--- config.mk ---
export PLATFORM = sky130hd
export DESIGN_NAME = sseg_scan_ctrl_flat
export DESIGN_NICKNAME = d
export VERILOG_FILES = /design/src/rtl/sseg_pkg.sv /design/src/rtl/sseg_scan_ctrl_if.sv /design/src/rtl/sseg_scan_ctrl_hexadigit.sv /design/src/rtl/sseg_scan_ctrl.sv /design/src/flat_wrapper.sv
export SDC_FILE = /design/constraint.sdc
export NUM_CORES = 1
export LEC_CHECK = 0
export ABC_AREA = 1
export BUFFER_PORTS_ARGS = -buffer_cell sky130_fd_sc_hd__buf_2
export CAP_MARGIN = 20
export CORE_MARGIN = 10
export CORE_UTILIZATION = 60
export CTS_CLUSTER_SIZE = 8
export DETAILED_ROUTE_END_ITERATION = 10
export GPL_ROUTABILITY_DRIVEN = 0
export PLACE_DENSITY = 0.8
export SLEW_MARGIN = 20
export SYNTH_ARGS = -nofsm -noshare
export SYNTH_HDL_FRONTEND = slang
export SYNTH_SLANG_ARGS = --single-unit
--- constraint.sdc ---
create_clock -name Clk -period 4 [get_ports Clk]
set_clock_uncertainty 0.2 [all_clocks]
set_input_delay 0.4 -clock Clk [delete_from_list [all_inputs] [get_ports Clk]]
set_output_delay 0.4 -clock Clk [all_outputs]
set_load 0.02 [all_outputs]
--- src/rtl/sseg_pkg.sv ---
// Shared types and constants for the 7-segment scan controller.
package sseg_pkg;

    typedef enum logic [1:0] {
        IDLE  = 2'd0,
        BLANK = 2'd1,
        SHOW  = 2'd2
    } state_e;

    localparam logic [7:0]  SEG_BLANK  = 8'h00;
    localparam int unsigned SEG_DP_BIT = 7;
    localparam int unsigned MAX_DIGITS = 32;

    // All anodes off; callers slice the low DIGITS bits.
    localparam logic [MAX_DIGITS-1:0] ANODE_OFF = '1;

    function automatic int unsigned max3(input int unsigned a, input int unsigned b,
                                         input int unsigned c);
        int unsigned m;
        m = (a > b) ? a : b;
        return (m > c) ? m : c;
    endfunction

endpackage

--- src/rtl/sseg_scan_ctrl_if.sv ---
// Load port of the scan controller: packed hex value plus decimal points, valid/ready.
interface sseg_scan_ctrl_if #(
    parameter int unsigned DIGITS = 4
) ();
    logic [4*DIGITS-1:0] Value;
    logic [DIGITS-1:0]   DPMask;
    logic                LoadValid;
    logic                LoadReady;

    modport master (output Value, output DPMask, output LoadValid, input LoadReady);
    modport slave  (input Value, input DPMask, input LoadValid, output LoadReady);
endinterface

--- src/rtl/sseg_scan_ctrl_hexadigit.sv ---
// Hex nibble to active-high 7-segment pattern, SSeg[6:0]=GFEDCBA, SSeg[7]=DP.
module hexaDigit (
    input  logic [3:0] Hex,
    input  logic       DP,
    output logic [7:0] SSeg
);
    logic [6:0] seg;

    always_comb begin
        seg = 7'h00;
        case (Hex)
            4'h0: seg = 7'h3F;
            4'h1: seg = 7'h06;
            4'h2: seg = 7'h5B;
            4'h3: seg = 7'h4F;
            4'h4: seg = 7'h66;
            4'h5: seg = 7'h6D;
            4'h6: seg = 7'h7D;
            4'h7: seg = 7'h07;
            4'h8: seg = 7'h7F;
            4'h9: seg = 7'h6F;
            4'hA: seg = 7'h77;
            4'hB: seg = 7'h7C;
            4'hC: seg = 7'h39;
            4'hD: seg = 7'h5E;
            4'hE: seg = 7'h79;
            4'hF: seg = 7'h71;
            default: seg = 7'h00;
        endcase
    end

    assign SSeg = {DP, seg};
endmodule

--- src/rtl/sseg_scan_ctrl.sv ---
// Time-multiplexed scan of DIGITS hex digits through one shared decoder.
// Optional macro LEADING_ZERO_BLANK_EN blanks leading zero digits (digit 0 always shown).
module sseg_scan_ctrl
    import sseg_pkg::*;
#(
    parameter int unsigned DIGITS    = 4,
    parameter int unsigned DWELL     = 50000,
    parameter int unsigned BLANK_CYC = 2
) (
    input  logic              Clk,
    input  logic              Rst_n,
    input  logic              Enable,
    sseg_scan_ctrl_if.slave   Load,
    output logic [7:0]        SSeg,
    output logic [DIGITS-1:0] AnodeN,
    output logic              FrameDone
);
    localparam int unsigned CNT_MAX = max3(DWELL, BLANK_CYC, DIGITS);
    localparam int unsigned CW      = $clog2(CNT_MAX);
    localparam int unsigned IW      = $clog2(DIGITS);

    localparam logic [CW-1:0] DWELL_LAST = CW'(DWELL - 1);
    localparam logic [CW-1:0] BLANK_LAST = CW'((BLANK_CYC > 0) ? BLANK_CYC - 1 : 0);
    localparam logic [IW-1:0] IDX_LAST   = IW'(DIGITS - 1);
    localparam state_e        GAP_ST     = (BLANK_CYC == 0) ? SHOW : BLANK;

    state_e              state_q, state_d;
    logic [CW-1:0]       cnt_q, cnt_d;
    logic [IW-1:0]       idx_q, idx_d;
    logic [4*DIGITS-1:0] disp_val_q, disp_val_d;
    logic [DIGITS-1:0]   disp_dp_q, disp_dp_d;
    logic [4*DIGITS-1:0] pend_val_q, pend_val_d;
    logic [DIGITS-1:0]   pend_dp_q, pend_dp_d;
    logic                pend_full_q, pend_full_d;
    logic [7:0]          seg_q, seg_d;
    logic [DIGITS-1:0]   an_q, an_d;
    logic                fd_q, fd_d;

    logic                xfer;
    logic                wrap;
    logic                frame_edge;
    logic [3:0]          nib;
    logic [7:0]          hex_seg;
    logic                lz_blank;

    assign Load.LoadReady = ~pend_full_q;
    assign SSeg           = seg_q;
    assign AnodeN         = an_q;
    assign FrameDone      = fd_q;

    always_comb begin
        state_d = state_q;
        cnt_d   = cnt_q;
        idx_d   = idx_q;
        if (!Enable) begin
            state_d = IDLE;
            cnt_d   = '0;
            idx_d   = '0;
        end else begin
            case (state_q)
                IDLE: begin
                    state_d = GAP_ST;
                    cnt_d   = '0;
                    idx_d   = '0;
                end
                BLANK: begin
                    if (cnt_q == BLANK_LAST) begin
                        state_d = SHOW;
                        cnt_d   = '0;
                    end else begin
                        cnt_d = cnt_q + CW'(1);
                    end
                end
                SHOW: begin
                    if (cnt_q == DWELL_LAST) begin
                        state_d = GAP_ST;
                        cnt_d   = '0;
                        idx_d   = (idx_q == IDX_LAST) ? '0 : idx_q + IW'(1);
                    end else begin
                        cnt_d = cnt_q + CW'(1);
                    end
                end
                default: begin
                    state_d = IDLE;
                    cnt_d   = '0;
                    idx_d   = '0;
                end
            endcase
        end
    end

    // Display only changes on a frame edge (leaving IDLE or wrapping to digit 0),
    // so a frame never mixes old and new digits.
    always_comb begin
        xfer        = Load.LoadValid && !pend_full_q;
        wrap        = (state_q == SHOW) && (cnt_q == DWELL_LAST) && (idx_q == IDX_LAST);
        frame_edge  = Enable && ((state_q == IDLE) || wrap);
        disp_val_d  = disp_val_q;
        disp_dp_d   = disp_dp_q;
        pend_val_d  = pend_val_q;
        pend_dp_d   = pend_dp_q;
        pend_full_d = pend_full_q;
        if ((state_q == IDLE) && !Enable) begin
            if (xfer) begin
                disp_val_d = Load.Value;
                disp_dp_d  = Load.DPMask;
            end
        end else if (frame_edge) begin
            if (pend_full_q) begin
                disp_val_d  = pend_val_q;
                disp_dp_d   = pend_dp_q;
                pend_full_d = 1'b0;
            end else if (xfer) begin
                disp_val_d = Load.Value;
                disp_dp_d  = Load.DPMask;
            end
        end else if (xfer) begin
            pend_val_d  = Load.Value;
            pend_dp_d   = Load.DPMask;
            pend_full_d = 1'b1;
        end
    end

    hexaDigit u_hex (
        .Hex  (nib),
        .DP   (1'b0),
        .SSeg (hex_seg)
    );

    // Outputs are decoded from next-state values so they register on the entry edge.
    always_comb begin
        nib = disp_val_d[4*idx_d +: 4];
`ifdef LEADING_ZERO_BLANK_EN
        lz_blank = (idx_d != '0) && ((disp_val_d >> (4*idx_d)) == '0)
                   && ((disp_dp_d >> idx_d) == '0);
`else
        lz_blank = 1'b0;
`endif
        seg_d = SEG_BLANK;
        an_d  = ANODE_OFF[DIGITS-1:0];
        fd_d  = 1'b0;
        if (state_d == SHOW) begin
            an_d = ~(DIGITS'(1) << idx_d);
            fd_d = (idx_d == IDX_LAST) && (cnt_d == DWELL_LAST);
            if (!lz_blank) begin
                seg_d             = hex_seg;
                seg_d[SEG_DP_BIT] = hex_seg[SEG_DP_BIT] | disp_dp_d[idx_d];
            end
        end
    end

    always_ff @(posedge Clk) begin
        if (!Rst_n) begin
            state_q     <= IDLE;
            cnt_q       <= '0;
            idx_q       <= '0;
            disp_val_q  <= '0;
            disp_dp_q   <= '0;
            pend_val_q  <= '0;
            pend_dp_q   <= '0;
            pend_full_q <= 1'b0;
            seg_q       <= SEG_BLANK;
            an_q        <= ANODE_OFF[DIGITS-1:0];
            fd_q        <= 1'b0;
        end else begin
            state_q     <= state_d;
            cnt_q       <= cnt_d;
            idx_q       <= idx_d;
            disp_val_q  <= disp_val_d;
            disp_dp_q   <= disp_dp_d;
            pend_val_q  <= pend_val_d;
            pend_dp_q   <= pend_dp_d;
            pend_full_q <= pend_full_d;
            seg_q       <= seg_d;
            an_q        <= an_d;
            fd_q        <= fd_d;
        end
    end
endmodule

--- src/flat_wrapper.sv ---
// flat-port wrapper written by rule: the top's interface ports become plain ports
module sseg_scan_ctrl_flat import sseg_pkg::*;
#(
    parameter int unsigned DIGITS    = 4,
    parameter int unsigned DWELL     = 50000,
    parameter int unsigned BLANK_CYC = 2
)
  (Clk, Rst_n, Enable, SSeg, AnodeN, FrameDone, Load_Value, Load_DPMask, Load_LoadValid, Load_LoadReady);
  sseg_scan_ctrl_if #(.DIGITS(DIGITS)) Load_i ();
  input  logic Clk;
  input  logic Rst_n;
  input  logic Enable;
  output logic [7:0] SSeg;
  output logic [DIGITS-1:0] AnodeN;
  output logic FrameDone;
  input wire logic [$bits(Load_i.Value)-1:0] Load_Value;
  input wire logic [$bits(Load_i.DPMask)-1:0] Load_DPMask;
  input wire logic [$bits(Load_i.LoadValid)-1:0] Load_LoadValid;
  output wire logic [$bits(Load_i.LoadReady)-1:0] Load_LoadReady;
  assign Load_i.Value = Load_Value;
  assign Load_i.DPMask = Load_DPMask;
  assign Load_i.LoadValid = Load_LoadValid;
  assign Load_LoadReady = Load_i.LoadReady;
  sseg_scan_ctrl #(.DIGITS(DIGITS), .DWELL(DWELL), .BLANK_CYC(BLANK_CYC)) u_core (.Clk(Clk), .Rst_n(Rst_n), .Enable(Enable), .Load(Load_i), .SSeg(SSeg), .AnodeN(AnodeN), .FrameDone(FrameDone));
endmodule
==> metrics.cfg, run 1 <==
[timing]
min_period_ps=3450
max_slew_margin_pct=47.5
fin_setup_tns_ps=0
fin_ws_ps=550
hold_viol=0
drv_slew=0
clock.fmax_ghz=0.290
rsz0062_at_grt=no
worst_slew_pin_slew_ps=786
period_share_pct=86.2
finalSetupViolations=0

[cells_and_area]
area_delta_synth_final_pct=9.33
layout-drive-gt1-share_pct=17.9
stdcell_count=728
most-common-layout-cells=nand2_1 (143), dfxtp_1 (74), nor2_1 (62)
n_antenna_cell=0
nNetsFinal=665
layout_commonest_cell=nand2_1
finalInstanceArea_um2=4580

[logic_synthesis]
syn_area_per_cell_um2=7.00
synth_edf_count=0
ys.flop_type=dfxtp_1
async_reset_ff_share_pct=0
synth_area_um2=4190
syn_nets=636
synth_cells=598
seq_area_frac_synth_pct=35.4
synth_cell_types=41
ys_ff_latch=74
ys.warnings.count=0

[cts]
htree_levels=3
cts_made_buffers=9
ctsLongestPathBuffers=2
cts.reportedPaths.clkPinSlew_ps=80
cts_hold_buf=0
clk_root_buffer_cell=clkbuf_8
clock_sinks=74
clk_latency_ps=350
post_cts_buffers=0
tritoncts=built
cts.repair.resized=0

[setup_path]
crit_start=u_core.state_q[1]$_SDFF_PN0_
cp-start-kind=flop
r2r_start=u_core.state_q[1]$_SDFF_PN0_
path_class=flop to flop
cp.required_ps=4090
endpoint_kind=flop
cp.arrival_ps=3540
cp_max_fo=27

[route]
drtIter0Drc=212
drc=0
ant_nets=0
via_per_inst=5.46
wire_per_inst_um=13.8
routed_wl_mm=10.0
drt_first_pass_iters=5
vias=3973

[pwr]
p_sw_w=0.000496
power_density_nw_per_um2=353
p_total_w=0.00161
power_switching_share_pct=30.7
vdd_drop_max_v=0.000193
power.leakage_nw=1.96
p_clk_share_pct=31.7
pwr-share-seq_pct=48.5
pwr-share-comb_pct=19.7
p_int_w=0.00112

[placement]
io_buffer_count=37
dp_hpwl_mm=7.00
place_ws_ps=624
placed_area_um2=4410
dp_cells=712

[global_routing]
grt_util_all_layers_pct=19.0
grt_start_max_net_pins=44
gr-total-overflow=0
antenna_found_initial=0
grt_pass1_vias=3774
grt_pass1_wl_mm=17.4

[die]
dieWidth_um=104
start_util_pct=61.6
std_cell_rows=30
pin_count=38
die_h_um=104
core_um2=6790
dieArea_um2=10700

[min_path]
min_from=Load_Value[4]
timing.hold.worst.class=primary input to flop

[outcome]
status=completed

[flow_run]
cap_violations=0

## metrics by stage
step                      hold WS, ps  utilization [%]
final                             117             67.3
after detailed placement          256             64.9
after CTS                         115             67.3
after floorplan                   239                -
after global routing              113             67.3
after global placement            250             64.9
## routing by layer
layer  track usage [%]  vias up  routed length (µm)  share of wire [%]
met5                 0        -                   0                  0
met4              10.2        0                 291                2.9
met3              3.84       27                 559                5.6
met2              31.4      134                4830                 48
met1              22.7     1828                4360                 43
li1                  -     1984                   -                  -
## sequential cells by signal, indices dropped and copies added (netlist names)
register and cells:
u_core.disp_dp_q 4, u_core.cnt_q 16, u_core.pend_dp_q 4, u_core.pend_full_q 1
u_core.AnodeN 4, u_core.SSeg 8, u_core.pend_val_q 16, u_core.disp_val_q 16
u_core.state_q 2, u_core.idx_q 2, u_core.FrameDone 1
## final timing paths
kind                                       end  slack, ps  cells after the start
min          u_core.pend_val_q[4]$_SDFFE_PN0P_        120                      3
min reg2reg   u_core.pend_dp_q[1]$_SDFFE_PN0P_        270                      2
max reg2reg          u_core.SSeg[5]$_SDFF_PN0_        550                     19
max                  u_core.SSeg[5]$_SDFF_PN0_        550                     19
## kinds of logic after synthesis
kind of cell / share of synthesized area (%)
buf+inv: 7.92
compound gates: 10.6
xor+xnor: 2.69
fa+ha+maj: 4.19
flops: 35.4
simple gates: 39.2
## cells in the mapped netlist (2+ instances only)
cell | n | share of area (%)
o221ai_1 | 4 | 0.84
a21oi_1 | 37 | 4.4
inv_2 | 9 | 0.81
buf_1 | 2 | 0.18
nor2_4 | 8 | 2.2
buf_2 | 7 | 0.84
nor3_1 | 3 | 0.36
xor2_1 | 9 | 1.9
nand2_1 | 143 | 13
nand3_1 | 60 | 7.2
a31oi_1 | 5 | 0.75
nand2_4 | 7 | 1.9
o211ai_1 | 2 | 0.36
dfxtp_1 | 74 | 35
and3_1 | 2 | 0.30
or2_2 | 9 | 1.3
clkbuf_1 | 11 | 0.99
nand4_1 | 8 | 1.2
o21ai_0 | 25 | 3.0
or2_0 | 2 | 0.30
nand3b_1 | 4 | 0.72
nand2_2 | 11 | 1.6
inv_1 | 51 | 4.6
nand3_2 | 6 | 1.4
ha_1 | 14 | 4.2
nor4_1 | 2 | 0.30
nor2_2 | 5 | 0.75
o21ai_1 | 3 | 0.36
xnor2_1 | 2 | 0.42
nor2_1 | 62 | 5.6
## power by group through the flow
stage / clock network, W / logic (W) / registers (W)
after floorplan: 0 / 0.000244 / 0.000796
after global placement: 0 / 0.000303 / 0.000798
after detailed placement: 0 / 0.000312 / 0.000800
after CTS: 0.000522 / 0.000315 / 0.000783
after global routing: 0.000558 / 0.000361 / 0.000786
final: 0.000512 / 0.000319 / 0.000783
## worst max-delay path, cell delays in order (launching register included)
cell and delay [ps]:
dfxtp_1 340, inv_1 100, ha_1 190, inv_2 60, nor2_2 400, inv_2 310
nand2_4 230, inv_2 220, nand2_1 120, o211ai_1 110, nand2_1 90, nand2_1 80
nor2_2 250, inv_1 130, ha_1 220, inv_1 50, nand2_1 60, nand2_1 90
a21oi_1 50, nor2_1 80
## layout make-up
class | count | area (µm²)
fill | 616 | 2220
inverter | 61 | 229
tap | 96 | 120
sequential | 74 | 1480
clock inverter | 2 | 12.5
multi-input combinational | 441 | 2370
clock buffer | 14 | 153
timing repair buffer | 40 | 208
Note: power is estimated with default switching activity, not from simulation.
==> run 2, diff against run 1 <==
CORE_UTILIZATION = 39   (was 60)
CTS_BUF_LIST = sky130_fd_sc_hd__clkbuf_4   (was default)
PLACE_DENSITY = default   (was 0.8)
==> run 2 against run 1 <==
  * Maximum frequency grew 4.1%
  * Sequential power is essentially flat
  * Clock power shrank 20%
  * Final area grew 0.14%
  * Critical path depth grew 1
  * Total power shrank 6.6%
  * Die area grew 43%
  * Via count shrank 3.1%
  * Sequential cell count is the same
  * First-iteration DRC count grew 10%
  * Worst setup slack gained 140 ps
  * Largest cell class unchanged
==> metrics.cfg, run 2 (same netlist as run 1, synthesis figures left out) <==
[outcome]
status=completed

[die]
dieArea_um2=15300  ; +43%
dieWidth_um=124  ; +19%
pin_count=38  ; unchanged
die_h_um=124  ; +19%
core_um2=10400  ; +53%
std_cell_rows=37  ; +23%
start_util_pct=40.4  ; -21 points

[cts]
htree_levels=3  ; unchanged
clock_sinks=74  ; unchanged
cts.repair.resized=0  ; unchanged
ctsLongestPathBuffers=2  ; unchanged
post_cts_buffers=0  ; unchanged
tritoncts=built
clk_root_buffer_cell=clkbuf_4
cts_hold_buf=0  ; unchanged
cts_made_buffers=9  ; unchanged
clk_latency_ps=420  ; +70 ps
cts.reportedPaths.clkPinSlew_ps=120  ; +40 ps

[setup_path]
path_cells=ha_1 > nand3_4 > nor2_4 > nand3_2 > nand2_4 > nand2_4 > nand2_4 > inv_2 > nand2_1 > o211ai_1 > nand2_1 > nand2_1 > nor2_2 > inv_1 > ha_1 > inv_1 > nand2_1 > nand2_1 > a21oi_1 > nor2_1
cp.required_ps=4160  ; +70 ps
path_buf_inv=3  ; -3
cp-start-kind=flop
path_delay_family=simple AND/OR/NAND/NOR gates
endpoint_kind=flop
crit_path_frequent_cell=nand2_1
cp_slowest_cell=dfxtp_1
cp_max_fo=27  ; unchanged
cp_slowest_stage_delay_ps=420  ; +20 ps
cp.arrival_ps=3480  ; -60 ps
path_class=flop to flop

[timing]
worst_slew_pin_slew_ps=724  ; -61.8 ps
min_period_ps=3310  ; -136 ps
fin_setup_tns_ps=0  ; unchanged
period_share_pct=82.8  ; -3.4 points
max_slew_margin_pct=51.6  ; +4.1 points
clock.fmax_ghz=0.302  ; +4.1%
fin_ws_ps=686  ; +136 ps
drv_slew=0  ; unchanged
finalSetupViolations=0  ; unchanged
rsz0062_at_grt=no
hold_viol=0  ; unchanged

[placement]
dp_hpwl_mm=7.44  ; +6.3%
place_ws_ps=686  ; +61.8 ps
io_buffer_count=37  ; unchanged

[route]
wire_per_inst_um=13.0  ; -5.4%
via_per_inst=5.01  ; -8.2%
drc=0  ; unchanged
routed_wl_mm=10.0  ; about the same
drtIter0Drc=234  ; +10%
vias=3851  ; -3.1%
ant_nets=0  ; unchanged
drt_first_pass_iters=5  ; unchanged

[global_routing]
grt_util_all_layers_pct=13.9  ; -5.2 points
gr-total-overflow=0  ; unchanged
grt_pass1_vias=3636  ; -3.7%
antenna_found_initial=0  ; unchanged
grt_pass1_wl_mm=17.2  ; -0.96%
grt_start_max_net_pins=44  ; unchanged

[cells_and_area]
layout-drive-gt1-share_pct=18.6  ; +0.76 points
reg_top3=u_core.cnt_q: 16 flops, u_core.disp_val_q: 16 flops, u_core.pend_val_q: 16 flops
area_delta_synth_final_pct=9.48
fin_util_pct=44.2  ; -23 points
n_antenna_cell=0  ; unchanged
layout_commonest_cell=nand2_1
n_fill_cell=1075  ; +75%
most-common-layout-cells=nand2_1 (143), dfxtp_1 (74), nor2_1 (62)
nNetsFinal=666  ; +0.15%

[flow_run]
cap_violations=0  ; unchanged

[pwr]
power_density_nw_per_um2=329  ; -6.8%
p_total_w=0.00151  ; -6.6%
vdd_drop_max_v=0.000132  ; -31%
power.leakage_nw=1.95  ; -0.48%

[min_path]
timing.hold.worst.class=primary input to flop

-- run 2: per-stage QoR --
stage | hold slack (ps) | cells | instance area [µm²]
2_1_floorplan | 239 | 598 | 4190
4_1_cts | 14.3 | 769 | 4580
3_5_place_dp | 258 | 753 | 4470
5_1_grt | 4.58 | 769 | 4580
6_report | 36.0 | 769 | 4580
3_3_place_gp | 252 | 753 | 4470
-- run 2: final cells by class --
class | count | area (µm²) | share of cell area (%)
multi-input cells | 441 | 2370 | 51.8
flip-flops and latches | 74 | 1480 | 32.3
inverters | 61 | 229 | 5.00
repair buffers | 41 | 215 | 4.70
well taps | 136 | 170 | 3.71
clock buffers | 11 | 82.6 | 1.80
clock inverters | 5 | 31.3 | 0.683
-- run 2: report_power, final --
part           internal [W]  switching, W  leakage [nW]  total, W
combinational      0.000109      0.000205          1.28  0.000314
clock              0.000140      0.000270        0.0666  0.000410
sequential         0.000768     0.0000150         0.602  0.000783
total               0.00102      0.000490          1.95   0.00151
-- run 2: per-layer routing --
| layer | track usage, % | routed length, µm |
|---|---|---|
| met4 | 4.88 | 171 |
| met3 | 3.62 | 565 |
| met5 | 0 | 0 |
| met2 | 21.4 | 4540 |
| met1 | 18.3 | 4750 |
-- run 2: path summary, 6_finish.rpt --
check                                     startpoint                                  to  slack, ps  cells after the start
setup / recovery          u_core.cnt_q[0]$_SDFF_PN0_           u_core.SSeg[5]$_SDFF_PN0_        690                     20
hold / removal                                 Rst_n     u_core.disp_val_q[5]$_SDFF_PN0_         40                      3
setup reg to reg          u_core.cnt_q[0]$_SDFF_PN0_           u_core.SSeg[5]$_SDFF_PN0_        690                     20
hold reg to reg   u_core.pend_val_q[10]$_SDFFE_PN0P_  u_core.pend_val_q[10]$_SDFFE_PN0P_        270                      2
-- run 2: tightest hold or removal path: stages --
cell and delay, ps:
buf_2 140, nand2_1 60, inv_1 40
